File: config.mk
export PLATFORM = sky130hd
export DESIGN_NAME = alu_op_sequencer
export DESIGN_NICKNAME = d
export VERILOG_FILES = /design/src/rtl/alu_op_sequencer.sv
export SDC_FILE = /design/constraint.sdc
export NUM_CORES = 2
export LEC_CHECK = 0
export CAP_MARGIN = 40
export CELL_PAD_IN_SITES_DETAIL_PLACEMENT = 1
export CELL_PAD_IN_SITES_GLOBAL_PLACEMENT = 1
export CORE_UTILIZATION = 27
export CTS_CLUSTER_SIZE = 14
export DETAILED_ROUTE_END_ITERATION = 10
export GPL_ROUTABILITY_DRIVEN = 0
export PLACE_DENSITY_LB_ADDON = 0.1
export REMOVE_ABC_BUFFERS = 1
export SYNTH_ARGS = -nofsm -noshare
export SYNTH_HDL_FRONTEND = slang
export SYNTH_SLANG_ARGS = --single-unit
File: constraint.sdc
create_clock -name clk -period 11.1 [get_ports clk]
set_input_delay 1.11 -clock clk [delete_from_list [all_inputs] [get_ports clk]]
set_output_delay 1.11 -clock clk [all_outputs]
set_load 0.005 [all_outputs]
File: src/rtl/alu_op_sequencer.sv
// alu_op_sequencer: issue/sequencing controller around a combinational alu.
//   Accepts one operation over in_valid/in_ready, captures the operands, runs
//   single-cycle ops through the alu and DIV/REM through a restoring divider,
//   then presents the result over out_valid/out_ready.
// Ports:
//   clk, rst         clock, synchronous active-high reset
//   in_valid/ready   request handshake (in_ready high only in IDLE)
//   in1, in2         32-bit operands rs1, rs2
//   instructions     one-hot op code (bit 0 add .. bit 12 rem)
//   out_valid/ready  result handshake
//   ALUoutput        64-bit result
//   op_err           illegal op code flag, qualified by out_valid
//   busy             high whenever not IDLE

// alu: combinational single-cycle datapath.
//   a, b   operands
//   op     one-hot op code; DIV/REM and anything not one-hot yield 0
//   y      64-bit result (32-bit ops zero-extended)
module alu (
  input  logic [31:0] a,
  input  logic [31:0] b,
  input  logic [15:0] op,
  output logic [63:0] y
);
  logic [31:0] r32;

  always_comb begin
    r32 = '0;
    y   = '0;
    case (op)
      16'h0001: r32 = a + b;
      16'h0002: r32 = a - b;
      16'h0004: r32 = a ^ b;
      16'h0008: r32 = a | b;
      16'h0010: r32 = a & b;
      16'h0020: r32 = a << b[4:0];
      16'h0040: r32 = a >> b[4:0];
      16'h0080: r32 = $signed(a) >>> b[4:0];
      16'h0100: r32 = {31'b0, ($signed(a) < $signed(b))};
      16'h0200: r32 = {31'b0, (a < b)};
      default:  r32 = '0;
    endcase
    if (op == 16'h0400) y = {32'b0, a} * {32'b0, b};
    else                y = {32'b0, r32};
  end
endmodule

// state | meaning
// IDLE  | ready for a request
// EXEC  | single-cycle op, DIV/REM corner case or illegal code; result next edge
// DIV   | one setup cycle loading |in1|,|in2|, then 32 restoring iterations
// FIX   | apply quotient/remainder signs and register the result
// DONE  | result presented, waiting for out_ready
module alu_op_sequencer #(
  parameter int XLEN = 32,
  parameter int OPW  = 16
) (
  input  logic            clk,
  input  logic            rst,
  input  logic            in_valid,
  output logic            in_ready,
  input  logic [XLEN-1:0] in1,
  input  logic [XLEN-1:0] in2,
  input  logic [OPW-1:0]  instructions,
  output logic            out_valid,
  input  logic            out_ready,
  output logic [63:0]     ALUoutput,
  output logic            op_err,
  output logic            busy
);
  typedef enum logic [2:0] {S_IDLE, S_EXEC, S_DIV, S_FIX, S_DONE} state_t;

  state_t      state;
  logic [31:0] a_q, b_q;
  logic [15:0] op_q;
  logic        legal_q;
  logic [5:0]  cnt;
  logic [31:0] dq;    // dividend shifting out, quotient shifting in
  logic [31:0] rem;
  logic [31:0] dvs;

  // Legal means exactly one of bits 0..12 set.
  logic legal_in, divrem_in, corner_in;
  assign legal_in  = (instructions != '0) &&
                     ((instructions & (instructions - 16'd1)) == '0) &&
                     (instructions[15:13] == 3'b000);
  assign divrem_in = instructions[11] | instructions[12];
  assign corner_in = (in2 == '0) || (in1 == 32'h8000_0000 && in2 == 32'hFFFF_FFFF);

  // Illegal codes must not execute anything, so the alu sees all zeros.
  logic [31:0] alu_a, alu_b;
  logic [15:0] alu_op;
  logic [63:0] alu_y;
  assign alu_a  = legal_q ? a_q  : '0;
  assign alu_b  = legal_q ? b_q  : '0;
  assign alu_op = legal_q ? op_q : '0;

  alu u_alu (
    .a  (alu_a),
    .b  (alu_b),
    .op (alu_op),
    .y  (alu_y)
  );

  logic [31:0] div_corner, rem_corner;
  assign div_corner = (b_q == '0) ? 32'hFFFF_FFFF : 32'h8000_0000;
  assign rem_corner = (b_q == '0) ? a_q : 32'h0;

  logic [31:0] abs_a, abs_b;
  assign abs_a = a_q[31] ? -a_q : a_q;
  assign abs_b = b_q[31] ? -b_q : b_q;

  // One restoring step: shift next dividend bit into the partial remainder
  // and subtract the divisor; a clear borrow bit means the subtraction fits.
  logic [32:0] shifted, diff;
  assign shifted = {rem, dq[31]};
  assign diff    = shifted - {1'b0, dvs};

  logic [31:0] q_signed, r_signed;
  assign q_signed = (a_q[31] ^ b_q[31]) ? -dq : dq;
  assign r_signed = a_q[31] ? -rem : rem;

  always_ff @(posedge clk) begin
    if (rst) begin
      state     <= S_IDLE;
      in_ready  <= 1'b1;
      out_valid <= 1'b0;
      ALUoutput <= '0;
      op_err    <= 1'b0;
      busy      <= 1'b0;
      a_q       <= '0;
      b_q       <= '0;
      op_q      <= '0;
      legal_q   <= 1'b0;
      cnt       <= '0;
      dq        <= '0;
      rem       <= '0;
      dvs       <= '0;
    end else begin
      case (state)
        S_IDLE: begin
          if (in_valid) begin
            a_q      <= in1;
            b_q      <= in2;
            op_q     <= instructions;
            legal_q  <= legal_in;
            in_ready <= 1'b0;
            busy     <= 1'b1;
            if (legal_in && divrem_in && !corner_in) begin
              state <= S_DIV;
              cnt   <= 6'd33;
            end else begin
              state <= S_EXEC;
            end
          end
        end
        S_EXEC: begin
          state     <= S_DONE;
          out_valid <= 1'b1;
          op_err    <= !legal_q;
          if (!legal_q)     ALUoutput <= '0;
          else if (op_q[11]) ALUoutput <= {32'b0, div_corner};
          else if (op_q[12]) ALUoutput <= {32'b0, rem_corner};
          else               ALUoutput <= alu_y;
        end
        S_DIV: begin
          if (cnt == 6'd33) begin
            rem <= '0;
            dq  <= abs_a;
            dvs <= abs_b;
          end else begin
            rem <= diff[32] ? shifted[31:0] : diff[31:0];
            dq  <= {dq[30:0], ~diff[32]};
          end
          cnt <= cnt - 6'd1;
          if (cnt == 6'd1) state <= S_FIX;
        end
        S_FIX: begin
          state     <= S_DONE;
          out_valid <= 1'b1;
          op_err    <= 1'b0;
          ALUoutput <= {32'b0, (op_q[11] ? q_signed : r_signed)};
        end
        S_DONE: begin
          if (out_ready) begin
            state     <= S_IDLE;
            out_valid <= 1'b0;
            in_ready  <= 1'b1;
            busy      <= 1'b0;
          end
        end
        default: begin
          state     <= S_IDLE;
          in_ready  <= 1'b1;
          out_valid <= 1'b0;
          busy      <= 1'b0;
        end
      endcase
    end
  end
endmodule

==> results.toml <==
[sta]
layout_min_cycle_time_ns = 10.28
hold_viol = 0
max_slew.worst_pin.slew_ns = 0.9439
period_share_pct = 92.62
rsz0062_at_grt = "false"
layout_setup_ws_ns = 0.8190
skew_ns = 0.04825
drv_slew = 0
setup_viol = 0
timing.fmax_mhz = 97.27
fin_hold_ws_ns = 0.4583
max_slew_margin_pct = 35.45

[die]
core_um2 = 212500
start_util_pct = 27.24
dieArea_um2 = 216200
rows = 169
die_height_um = 465.0
die_w_um = 465.0
ioPinCount = 152

[setup_path]
worstSetupStartpointType = "register"
critPathCaptureType = "register"
crit_path_start = "legal_q"
arrival_ns = 10.80
cp_slowest_stage_delay_ns = 0.91
critical_path_class = "register to register"
critPathMostFrequentCell = "fa_1"
crit_path_top_delay_cell = "dfxtp_4"
timing.critical_path.buf_inv = 6
critPathTopFamily = "adder cells"
cp_data_required_time_ns = 11.62
r2r_start = "legal_q"
critPathMaxFanout = 80

[grt]
grt_pass1_vias = 57540
grt_overflow_total = 0
antenna_found_initial = 31
met3_usage_pct = 3.651
grt_max_degree = 191
use_met2_pct = 45.23
use_met1_pct = 37.76
grt_pass1_wl_mm = 439.3
busiest_layer = "met2"
track_usage_pct = 28.19

[synthesis]
synth_ff_type = "dfxtp_1"
netlist_area_um2 = 57880
ys_ff_latch = 254
syn_inst = 7224
synth_edf_count = 0
synth_area_leaders = "fa_1 31%, dfxtp_1 8.8%, ha_1 8.6%"
ys_warn_count = 0
ys_types = 100
yosysTopAreaCellShare_pct = 31.06
async_reset_ff_share_pct = 0
synth_top_area_cell = "fa_1"
avgSynthCellArea_um2 = 8.012
yosysSeqAreaShare_pct = 8.785

[cts]
cts_max_level = 2
cts_tree = "yes"
clockBufferDepth = 3
cts_num_sinks = 254
cts_buffers = 40
cts_resized = 0
postCtsSetupBuffers = 0
cts_root_buf = "clkbuf_16"
cts.clk_slew.worst_paths_ns = 0.05
cts_hold_buf = 0
clk_latency_ns = 0.65

[placement]
dp_slack_ns = 0.8655
dp_hpwl_mm = 241.3
port_buffers = 151

[drt]
firstDrtPassIters = 5
num_vias = 54420
drt_wl_total_mm = 306.9
drt-initial-drc-count = 4657
drtAntennaViolNets = 0
wire_per_inst_um = 30.88
drc = 0
viasPerCell = 5.476

[final_layout]
final_common_cell = "inv_1"
layout_common_cells = "1008 x inv_1, 929 x nand2_1, 898 x fa_1"
fin_nets = 8452
drive_above_1_share_pct = 6.254
nFillCells = 25340
syn2layout_area_growth_pct = 10.92

[power_and_ir_drop]
vdd_drop_max_uv = 102.2
cellLeakagePower_nw = 30.06
power_density_nw_per_um2 = 52.32

[min_path]
hold_path_startpoint = "ALUoutput[51]"
hold_path_class = "register to register"

[run]
maxCapViolations = 0

[run_status]
status = "complete, no violations"
power by group:
group	internal, mW	switching [mW]	total [mW]
clock	0.848	0.562	1.41
combinational	0.227	0.653	0.881
sequential	0.949	0.120	1.07
path summary, 6_finish.rpt:
| path | endpoint | slack, ns | depth (start not counted) |
|---|---|---|---|
| max | ALUoutput[56] | 0.82 | 28 |
| min | ALUoutput[51] | 0.46 | 2 |
| max reg2reg | ALUoutput[56] | 0.82 | 28 |
| min reg2reg | ALUoutput[51] | 0.46 | 2 |
synthesized netlist by cell type, drive strengths merged (17+ instances only):
| master | n |
|---|---|
| and3 | 543 |
| mux4 | 22 |
| nor2b | 42 |
| o22ai | 33 |
| o211ai | 57 |
| and2 | 67 |
| o21bai | 20 |
| o21ai | 303 |
| nand3 | 72 |
| mux2i | 78 |
| xnor2 | 97 |
| nor4 | 53 |
| nand2b | 40 |
| mux2 | 20 |
| nor2 | 416 |
| fa | 898 |
| dfxtp | 254 |
| clkbuf | 513 |
| o41ai | 21 |
| xor2 | 133 |
| o21a | 33 |
| o31ai | 50 |
| ha | 400 |
| a211oi | 110 |
| a221oi | 32 |
| nand2 | 931 |
| buf | 66 |
| or3 | 36 |
| a22oi | 21 |
| nor3 | 70 |
| o221ai | 17 |
| nand4 | 39 |
| a21o | 81 |
| a21oi | 379 |
| a31oi | 41 |
| or4 | 23 |
| inv | 1010 |
cells by family after synthesis:
kind of cell	after synthesis	share of synthesized area [%]
AND/OR/NAND/NOR	2366	19.80
buffers and inverters	1598	10.46
AO/OA/AOI/OAI	1356	15.13
adder cells (fa/ha/maj)	1300	39.74
flip-flops	254	8.785
XOR/XNOR	230	3.493
multiplexers	120	2.594
per-layer routing:
metal,routed length [um],up-vias,share of wire (%)
li1,-,23530,-
met1,133200,28600,43
met2,139400,1811,45
met3,18310,464,6.0
met4,15880,20,5.2
met5,131,-,0.043
cell type report:
class	instances	area [um^2]	area share (%)
multi-input combinational	5372	46840	72.95
sequential	254	5151	8.023
inverter	1019	3825	5.957
tap	2821	3530	5.497
timing repair buffer	383	3413	5.316
clock buffer	54	1154	1.797
clock inverter	18	254.0	0.3956
antenna	17	42.54	0.06626
flip-flops by register name, summed over array words and instances, names as in the netlist:
name and flops:
ALUoutput 64, a_q 32, b_q 32, dq 32, dvs 32, rem 32
op_q 16, cnt 6, state 3, busy 1, in_ready 1, legal_q 1
op_err 1, out_valid 1
stage by stage:
| step | TNS, ns | area, um^2 | utilization [%] | std cells | total power, mW |
|---|---|---|---|---|---|
| 2_1_floorplan | -354.43 | 55650 | - | 6645 | 1.361 |
| 4_1_cts | 0 | 64160 | 30.19 | 9921 | 3.387 |
| 5_1_grt | 0 | 64160 | 30.19 | 9921 | 3.457 |
| 3_5_place_dp | 0 | 62760 | 29.53 | 9849 | 1.952 |
| 6_report | 0 | 64210 | 30.21 | 9938 | 3.359 |
| 3_3_place_gp | 0 | 62500 | 29.41 | 9831 | 1.940 |
tightest hold or removal path, stage by stage, from the launching register on:
cell     delay, ns
dfxtp_1       0.33
nand2_1       0.05
o21ai_0       0.05
No activity file was read; power rests on OpenSTA's default activity.
